**config.mk**
```make
export PLATFORM = sky130hd
export DESIGN_NAME = mac_node
export DESIGN_NICKNAME = d
export VERILOG_FILES = /design/src/rtl/nn_pkg.sv /design/src/rtl/node_act.sv /design/src/rtl/mac_node.sv
export SDC_FILE = /design/constraint.sdc
export NUM_CORES = 1
export LEC_CHECK = 0
export BUFFER_PORTS_ARGS = -buffer_cell sky130_fd_sc_hd__buf_4
export CAP_MARGIN = 30
export CORE_MARGIN = 2
export CORE_UTILIZATION = 50
export DETAILED_ROUTE_END_ITERATION = 16
export GPL_TIMING_DRIVEN = 0
export PLACE_DENSITY = 0.65
export SKIP_LAST_GASP = 1
export SLEW_MARGIN = 20
export SYNTH_ARGS = -nofsm -noshare
export SYNTH_HDL_FRONTEND = slang
export SYNTH_SLANG_ARGS = --single-unit
```
**constraint.sdc**
```tcl
create_clock -name clk -period 9 [get_ports clk]
set_clock_uncertainty 0.2 [all_clocks]
set_input_delay 0 -clock clk [delete_from_list [all_inputs] [get_ports clk]]
set_output_delay 0 -clock clk [all_outputs]
set_load 0.02 [all_outputs]
```
**src/rtl/nn_pkg.sv**
```systemverilog
// Shared types and default widths for the neuron datapath and the layer controller.
// Latency: none (declarations only).
// Backpressure: not applicable.
package nn_pkg;

   localparam int NN_DATA_W   = 16;
   localparam int NN_FRAC_W   = 8;
   localparam int NN_ACC_W    = 32;
   localparam int NN_N_INPUTS = 64;

   // Code 3 is reserved and behaves as identity.
   typedef enum logic [1:0] {
      ACT_ID   = 2'd0,
      ACT_RELU = 2'd1,
      ACT_CLIP = 2'd2,
      ACT_RSVD = 2'd3
   } act_mode_t;

   typedef enum logic [1:0] {
      ST_IDLE  = 2'd0,
      ST_ACCUM = 2'd1,
      ST_ACT   = 2'd2,
      ST_DONE  = 2'd3
   } node_state_t;

endpackage

```
**src/rtl/node_act.sv**
```systemverilog
// Activation stage: rescale accumulator to output Q format, clamp to DATA_W, apply activation.
// Latency: purely combinational.
// Backpressure: none; the caller registers the result.
module node_act
   import nn_pkg::*;
#(
   parameter int DATA_W = NN_DATA_W,
   parameter int FRAC_W = NN_FRAC_W,
   parameter int ACC_W  = NN_ACC_W
) (
   input  logic signed [ACC_W-1:0]  acc,
   input  act_mode_t                act_mode,
   output logic signed [DATA_W-1:0] result,
   output logic                     clamped
);

   // Output-range bounds expressed at accumulator width so the whole rescaled value is compared.
   localparam logic signed [ACC_W-1:0]  R_MAX = {{(ACC_W-DATA_W+1){1'b0}}, {(DATA_W-1){1'b1}}};
   localparam logic signed [ACC_W-1:0]  R_MIN = {{(ACC_W-DATA_W+1){1'b1}}, {(DATA_W-1){1'b0}}};
   localparam logic signed [DATA_W-1:0] ONE   = DATA_W'(1) << FRAC_W;

   logic signed [ACC_W-1:0]  r_full;
   logic signed [DATA_W-1:0] sat_r;

   // Drop the extra fraction bits, saturate into DATA_W, then shape by activation mode.
   always_comb begin
      r_full  = acc >>> FRAC_W;
      sat_r   = r_full[DATA_W-1:0];
      clamped = 1'b0;
      if (r_full > R_MAX) begin
         sat_r   = R_MAX[DATA_W-1:0];
         clamped = 1'b1;
      end else if (r_full < R_MIN) begin
         sat_r   = R_MIN[DATA_W-1:0];
         clamped = 1'b1;
      end
      result = sat_r;
      case (act_mode)
         ACT_RELU: begin
            if (sat_r[DATA_W-1]) result = '0;
         end
         ACT_CLIP: begin
            if (sat_r[DATA_W-1])  result = '0;
            else if (sat_r > ONE) result = ONE;
         end
         default: ;
      endcase
   end

endmodule

```
**src/rtl/mac_node.sv**
```systemverilog
// Fixed-point neuron: bias + saturating sum of N_INPUTS products, then activation.
// Latency: first beat the cycle after start; out_valid N_INPUTS+1 cycles after the first beat.
// Backpressure: in_valid low stalls accumulation; result held in DONE until out_ready.
module mac_node
   import nn_pkg::*;
#(
   parameter int DATA_W   = NN_DATA_W,
   parameter int FRAC_W   = NN_FRAC_W,
   parameter int ACC_W    = NN_ACC_W,
   parameter int N_INPUTS = NN_N_INPUTS
) (
   input  logic                     clk,
   input  logic                     n_rst,
   input  logic                     start,
   input  logic                     clear,
   input  logic signed [DATA_W-1:0] bias,
   input  logic [1:0]               act_mode,
   input  logic                     in_valid,
   output logic                     in_ready,
   input  logic signed [DATA_W-1:0] in_data,
   input  logic signed [DATA_W-1:0] in_coef,
   output logic                     out_valid,
   input  logic                     out_ready,
   output logic signed [DATA_W-1:0] out_data,
   output logic                     busy,
   output logic                     sat_flag
);

   localparam int                      CNT_W   = $clog2(N_INPUTS + 1);
   localparam logic [CNT_W-1:0]        LAST    = CNT_W'(N_INPUTS - 1);
   localparam logic signed [ACC_W-1:0] ACC_MAX = {1'b0, {(ACC_W-1){1'b1}}};
   localparam logic signed [ACC_W-1:0] ACC_MIN = {1'b1, {(ACC_W-1){1'b0}}};

   node_state_t               state;
   act_mode_t                 mode_q;
   logic signed [ACC_W-1:0]   acc;
   logic [CNT_W-1:0]          count;
   logic signed [2*DATA_W-1:0] prod;
   logic signed [ACC_W:0]     sum;
   logic signed [ACC_W-1:0]   acc_next;
   logic                      ovf;
   logic signed [DATA_W-1:0]  act_result;
   logic                      act_clamp;

   // Exact product, one-bit-wider sum, and clamp to the accumulator range on signed overflow.
   always_comb begin
      prod     = (2*DATA_W)'(in_data) * (2*DATA_W)'(in_coef);
      sum      = (ACC_W+1)'(acc) + (ACC_W+1)'(prod);
      ovf      = sum[ACC_W] != sum[ACC_W-1];
      acc_next = sum[ACC_W-1:0];
      if (ovf) acc_next = sum[ACC_W] ? ACC_MIN : ACC_MAX;
   end

   node_act #(
      .DATA_W (DATA_W),
      .FRAC_W (FRAC_W),
      .ACC_W  (ACC_W)
   ) u_act (
      .acc      (acc),
      .act_mode (mode_q),
      .result   (act_result),
      .clamped  (act_clamp)
   );

   // Operation sequencer; clear aborts from any state but keeps out_data and sat_flag.
   always_ff @(posedge clk or negedge n_rst) begin
      if (!n_rst) begin
         state     <= ST_IDLE;
         mode_q    <= ACT_ID;
         acc       <= '0;
         count     <= '0;
         out_data  <= '0;
         out_valid <= 1'b0;
         in_ready  <= 1'b0;
         busy      <= 1'b0;
         sat_flag  <= 1'b0;
      end else if (clear) begin
         state     <= ST_IDLE;
         acc       <= '0;
         count     <= '0;
         out_valid <= 1'b0;
         in_ready  <= 1'b0;
         busy      <= 1'b0;
      end else begin
         case (state)
            ST_IDLE: begin
               if (start) begin
                  state    <= ST_ACCUM;
                  acc      <= ACC_W'(bias) <<< FRAC_W;
                  count    <= '0;
                  sat_flag <= 1'b0;
                  mode_q   <= act_mode_t'(act_mode);
                  in_ready <= 1'b1;
                  busy     <= 1'b1;
               end
            end
            ST_ACCUM: begin
               if (in_valid) begin
                  acc   <= acc_next;
                  count <= count + CNT_W'(1);
                  if (ovf) sat_flag <= 1'b1;
                  if (count == LAST) begin
                     state    <= ST_ACT;
                     in_ready <= 1'b0;
                  end
               end
            end
            ST_ACT: begin
               out_data  <= act_result;
               out_valid <= 1'b1;
               if (act_clamp) sat_flag <= 1'b1;
               state     <= ST_DONE;
            end
            ST_DONE: begin
               if (out_ready) begin
                  out_valid <= 1'b0;
                  busy      <= 1'b0;
                  state     <= ST_IDLE;
               end
            end
            default: state <= ST_IDLE;
         endcase
      end
   end

endmodule
```
==> impl_metrics.yaml, run 1 <==
hold_path:
  hold_class: "input port to flip-flop"
  min_path_cells: 5
  hp-start: "in_coef[1]"
  min_to: "acc[1]"
detailed_routing:
  wl_met2_microns: 18610
  wl_met1_microns: 14670
  met3_length_microns: 1657
  vias_per_cell: 5.343
  drt-initial-drc-count: 636
  wire_per_inst_microns: 17.67
  top_layer_used: "met4"
  drt.antenna.violating_nets: 0
  drt-total-wl_microns: 36110
  drc: 0
  vias: 10920
  drt_pass1_iterations: 5
layout:
  final_util_pct: 57.01
  drive_gt1_share_pct: 7.743
  n_fill_cell: 2578
  syn_to_final_growth_pct: 11.36
  nNetsFinal: 2126
  final_common_cell: "inv_1"
  final_cell_mix: "inv_1 (353), fa_1 (299), nand2_1 (180)"
  antenna_cells: 0
global_route:
  grt_use_total_pct: 25.37
  grt-ovfl-total: 0
  antenna_found_initial: 0
  grt_max_degree: 64
  grt_pass1_vias: 11590
  grt_pass1_wl_microns: 59920
critical_path:
  r2r-start: "acc[15]"
  critPathCaptureType: "flip-flop"
  reg2reg_slack_ns: 1.78
  cpMostUsedCell: "fa_1"
  slowest_stage: "fa_1"
  worst_setup_path_start_kind: "input port"
  required_ns: 9.02
  crit_fanout: 10
  cpPeakStageDelay_ns: 0.74
  worstPathArrival_ns: 8.06
  rr_endpoint: "acc[21]"
  criticalPathCategory: "input port to flip-flop"
  reg2regPathDepth: 21
logic_synthesis:
  yosysWarnings: 0
  synth_area_leaders: "fa_1 (42%), dfrtp_1 (11%), ha_1 (9.5%), inv_1 (9.3%), and2_1 (5.1%)"
  postSynthNetCount: 2012
  seq_area_frac_synth_pct: 11.02
  yosysTopAreaCellShare_pct: 41.86
  syn_avg_cell_area_sq_um: 9.238
  ys_ff_latch: 63
  syn_area_sq_um: 14300
  async_flop_share_pct: 100.0
  synth_cell_type_count: 71
  synth-edff-count: 0
  synth_cells: 1548
  yosysTopAreaCell: "fa_1"
  synth_ff_type: "dfrtp_1"
clock_network:
  cts-root-buf: "clkbuf_16"
  cts_tree: "yes"
  cts_hold_buf: 27
  clock-sinks: 63
  htreeDepth: 3
  clk_latency_ns: 0.33
  cts_setup_buffers: 0
  cts_made_buffers: 9
  cts.repair.resized: 0
  cts.path.max_buffers: 2
  clk_pin_slew_ns: 0.05
sta:
  slew_viol_final: 0
  setup_viol: 0
  timing.final.ws_setup_ns: 0.9561
  fmax_ghz: 0.1243
  slew_headroom_pct: 43.85
  tightest_slew_ns: 0.8397
  setup_tns_ns: 0
  finalHoldViolCount: 0
  post-route-min-period_ns: 8.044
  rsz0062_at_grt: "false"
  fin_hold_ws_ns: 0.05746
  post-route-period-util_pct: 89.38
floorplan:
  fp.dieW_microns: 173.1
  die_h_microns: 173.1
  start_util_pct: 51.19
  core_sq_um: 27930
  die-area_sq_um: 29970
  num_rows: 61
  io_pins: 76
place:
  post-place-ws_ns: 1.181
  port_buffers: 75
  hpwl_microns: 30750
  place.gp.congestion: 0.8766
job:
  drv_cap: 0
run_status:
  status: "complete, no violations"
## critical path: cells and delay by family
family                     cells  cell delay (ns)
and+or+nand+nor                4             0.80
AOI/OAI and AO/OA              6             1.66
buffers and inverters          9             1.88
adders and majority gates      7             3.69
## final cells by class
type / instances / area (sq um) / area share [%]
buffer: 56 / 236.5 / 1.485
clock buffer: 11 / 242.7 / 1.524
clock inverter: 4 / 70.07 / 0.4400
inverter: 354 / 1329 / 8.344
multi-input combinational: 1075 / 11160 / 70.07
sequential: 63 / 1577 / 9.900
tap: 378 / 473.0 / 2.970
timing repair buffer: 103 / 838.3 / 5.264
## per-layer routing
metal | vias up | GRT usage (%)
li1 | 4944 | -
met5 | - | 0
met2 | 282 | 44.48
met4 | 0 | 7.627
met1 | 5622 | 33.00
met3 | 73 | 3.100
## logic make-up (layout without fill, tap and decap cells)
| logic type | after synthesis | count (layout) | synth area share, % |
|---|---|---|---|
| AND/OR/NAND/NOR | 440 | 440 | 14.73 |
| adder cells (fa/ha/maj) | 408 | 408 | 51.40 |
| multiplexers | 8 | 8 | 0.5862 |
| flip-flops | 63 | 63 | 11.02 |
| AO/OA/AOI/OAI | 185 | 185 | 9.240 |
| XOR/XNOR | 34 | 34 | 2.082 |
| buffers and inverters | 410 | 528 | 10.95 |
## flip-flops by register name, summed over array words and instances, names as in the netlist
| register | count |
|---|---|
| out_valid | 1 |
| state | 2 |
| count | 7 |
| sat_flag | 1 |
| busy | 1 |
| mode_q | 2 |
| acc | 32 |
| in_ready | 1 |
| out_data | 16 |
## metrics by stage
stage                     std cells  instance area (sq um)
final                          2044                  15920
after global routing           2044                  15920
after CTS                      2044                  15920
after detailed placement       2002                  15340
after global placement         2001                  15340
after floorplan                1548                  14300
## cells in the mapped netlist (all sizes together) (2+ instances only)
master	count
or3	3
o311a	2
o41ai	2
nand3b	3
and3	5
fa	299
nor2b	7
a21oi	41
xnor2	21
buf	8
xor2	13
nand3	7
dfrtp	63
o21ai	55
inv	353
and2	117
nor3	9
nand2	180
a21o	14
o22ai	2
nor4	6
a22o	14
o31ai	4
or2	6
a221o	4
a2bb2oi	3
clkbuf	48
a211oi	6
nand2b	6
ha	109
a221oi	3
nor2	80
a32o	10
nand4	6
a22oi	2
a31oi	5
mux2i	5
o21a	4
o211ai	2
mux2	3
## worst max-delay path by stage
stage | from | end | slack, ns | cells past startpoint
after global routing | in_coef[1] | acc[21] | 0.63 | 26
after floorplan | in_coef[1] | sat_flag | 2.15 | 24
after CTS | in_coef[1] | acc[21] | 1.01 | 26
final | in_coef[1] | acc[21] | 0.96 | 26
after detailed placement | in_coef[1] | acc[23] | 1.18 | 25
after global placement | in_coef[1] | acc[23] | 1.26 | 25
Power of run 1 is not shown: default switching activity piles up to over one toggle a cycle in this logic, so the estimate is an artifact.
==> inputs of run 2 (changes only) <==
--- a/config.mk
+++ b/config.mk
@@ -7,6 +7,7 @@
 export LEC_CHECK = 0
 export BUFFER_PORTS_ARGS = -buffer_cell sky130_fd_sc_hd__buf_4
 export CAP_MARGIN = 30
+export CORE_ASPECT_RATIO = 0.7
 export CORE_MARGIN = 2
 export CORE_UTILIZATION = 50
 export DETAILED_ROUTE_END_ITERATION = 16
@@ -16,4 +17,5 @@
 export SLEW_MARGIN = 20
 export SYNTH_ARGS = -nofsm -noshare
 export SYNTH_HDL_FRONTEND = slang
+export SYNTH_HIERARCHICAL = 1
 export SYNTH_SLANG_ARGS = --single-unit
==> run 2 against run 1 <==
Design area rose by 1.7%. Critical path depth is 3 lower. Non-clock buffer count did not move. Via count grew 0.62%. Global-route usage rose by 0.98 points. Worst setup slack better by 0.13 ns. Routed wire length grew 4.4%. Synthesized cell count increased by 1.7%. Register-to-register slack improved by 0.10 ns. Hold slack got worse by 0.029 ns. Critical endpoint is now acc[18]. Highest routed layer unchanged.
==> impl_metrics.yaml, run 2 <==
floorplan:
  core_sq_um: 28760
  die-area_sq_um: 30450
  io_pins: 76
  num_rows: 52
  start_util_pct: 50.50
  fp.dieW_microns: 207.7
  die_h_microns: 146.6
sta:
  slew_headroom_pct: 42.25
  post-route-period-util_pct: 87.94
  setup_viol: 0
  post-route-min-period_ns: 7.915
  rsz0062_at_grt: "false"
  slew_viol_final: 0
  finalHoldViolCount: 0
  tightest_slew_ns: 0.8637
  fmax_ghz: 0.1263
  setup_tns_ns: 0
logic_synthesis:
  postSynthNetCount: 2039
  synth-edff-count: 0
  syn_area_sq_um: 14520
  syn_avg_cell_area_sq_um: 9.222
  synth_ff_type: "dfrtp_1"
  seq_area_frac_synth_pct: 10.85
  ys_ff_latch: 63
  yosysWarnings: 6
  yosysTopAreaCell: "fa_1"
  yosysTopAreaCellShare_pct: 41.21
  yosys-top-cells-count: "inv_1 (360), fa_1 (299), nand2_1 (185)"
  synth_cell_type_count: 72
  synth_cells: 1575
  async_flop_share_pct: 100.0
  synth_area_leaders: "fa_1 (41%), dfrtp_1 (11%), ha_1 (9.4%), inv_1 (9.3%), and2_1 (5.1%)"
  yosysMostFrequentCell: "inv_1"
run_status:
  status: "complete, no violations"
detailed_routing:
  vias: 10990
  drt-initial-drc-count: 744
  drc: 0
  wire_per_inst_microns: 18.17
  met3_length_microns: 3057
  drt_pass1_iterations: 5
  wl_met1_microns: 17400
  wl_met2_microns: 16760
  vias_per_cell: 5.298
  drt.antenna.violating_nets: 0
  drt-total-wl_microns: 37690
  top_layer_used: "met4"
global_route:
  grt_use_total_pct: 26.35
  grt-ovfl-total: 0
  grt_pass1_wl_microns: 62350
  grt_max_degree: 64
  grt_pass1_vias: 11810
  antenna_found_initial: 0
clock_network:
  clk_pin_slew_ns: 0.05
  cts.path.max_buffers: 2
  cts-root-buf: "clkbuf_16"
  clk_latency_ns: 0.33
  htreeDepth: 3
  cts_made_buffers: 9
  cts_tree: "yes"
  clock-sinks: 63
critical_path:
  crit_fanout: 10
  reg2reg_slack_ns: 1.88
  critPathCaptureType: "flip-flop"
  worstPathArrival_ns: 7.93
  required_ns: 9.02
  r2r-start: "acc[15]"
  rr_endpoint: "acc[18]"
  reg2regPathDepth: 20
  worst_setup_path_start_kind: "input port"
  startpoint: "in_data[12]"
  criticalPathCategory: "input port to flip-flop"
hold_path:
  hold_class: "input port to flip-flop"
  hp-start: "in_coef[0]"
  min_path_cells: 5
  min_to: "acc[0]"
layout:
  syn_to_final_growth_pct: 11.49
  nNetsFinal: 2155
  final_cell_mix: "inv_1 (360), fa_1 (299), nand2_1 (185)"
  reg_top3: "acc x32, out_data x16, count x7"
  antenna_cells: 0
  final_util_pct: 56.31
  max_flop_register: "acc"
  largest_reg_flops: 32
  final_common_cell: "inv_1"
  drive_gt1_share_pct: 8.844
job:
  drv_cap: 0
place:
  place.gp.congestion: 0.9544
  port_buffers: 75
  hpwl_microns: 32590
run 2: changes by cell type in the layout (fill, tap and decap cells not counted), sizes merged, moves of 5 or more:
cell,delta
o22ai,+20
a22o,-12
xor2,-6
a211oi,+10
mux2,+17
a32o,-9
and3,+5
nand2,+5
a21o,-7
inv,+7
run 2: cell type report:
type,count,area [sq um]
Fill cell,2650,12560
Multi-Input combinational cell,1098,11370
Sequential cell,63,1577
Inverter,360,1351
Timing Repair Buffer,105,863.3
Tap cell,378,473.0
Clock buffer,11,252.7
Buffer,54,222.7
Clock inverter,5,80.08
run 2: critical path, cell delays in order:
cell           delay [ns]
buf_4                0.14
clkbuf_1             0.55
nand2_1              0.17
fa_1                 0.57
fa_1                 0.54
fa_1                 0.52
inv_1                0.05
fa_1                 0.54
inv_1                0.06
fa_1                 0.54
inv_1                0.06
fa_1                 0.51
ha_1                 0.42
nand4_1              0.15
nor2_1               0.29
o2111ai_1            0.33
a31oi_2              0.41
nor3_1               0.12
nor3b_2              0.57
o31ai_2              0.20
a2111oi_0            0.50
o31ai_1              0.12
dlygate4sd3_1        0.58
run 2: cell families (layout without fill, tap and decap cells):
group                      count (synthesis)  after routing  synth area share (%)
AOI/OAI and AO/OA                        179            179                 8.296
xor gates and xnor gates                  33             33                 2.274
adders and majority gates                408            408                 50.60
buffers and inverters                    414            535                 10.84
DFF                                       63             63                 10.85
muxes                                     22             22                 1.689
and+or+nand+nor                          456            456                 15.45
run 2: routing by layer:
layer  global-route usage, %  up-vias
li1                        -     5050
met1                   38.32     5596
met2                   41.42      307
met3                   6.302       36
met4                   3.546        0
met5                       0        -
run 2: per-stage QoR:
| step | hold WS (ns) | instance area, sq um | setup slack, ns | cells |
|---|---|---|---|---|
| 6_report | 0.02796 | 16190 | 1.085 | 2074 |
| 5_1_grt | 0.08859 | 16190 | 0.8046 | 2074 |
| 4_1_cts | 0.03481 | 16190 | 1.291 | 2074 |
| 3_5_place_dp | -0.05750 | 15560 | 1.327 | 2028 |
| 3_3_place_gp | -0.05013 | 15560 | 1.323 | 2028 |
| 2_1_floorplan | -0.4956 | 14520 | 2.506 | 1575 |
run 2: how the worst max path moves through the flow:
| stage | end | slack (ns) |
|---|---|---|
| after floorplan | sat_flag | 2.51 |
| after global placement | sat_flag | 1.32 |
| after detailed placement | sat_flag | 1.33 |
| after CTS | acc[18] | 1.29 |
| after global routing | acc[18] | 0.80 |
| final | acc[18] | 1.09 |
run 2: what timing repair did:
action,4_1_cts,5_1_grt
gates resized for setup,0,0
hold endpoints to repair,90,0
setup buffers,0,0
hold buffers,30,0
Power of run 2 is left out for the same reason.
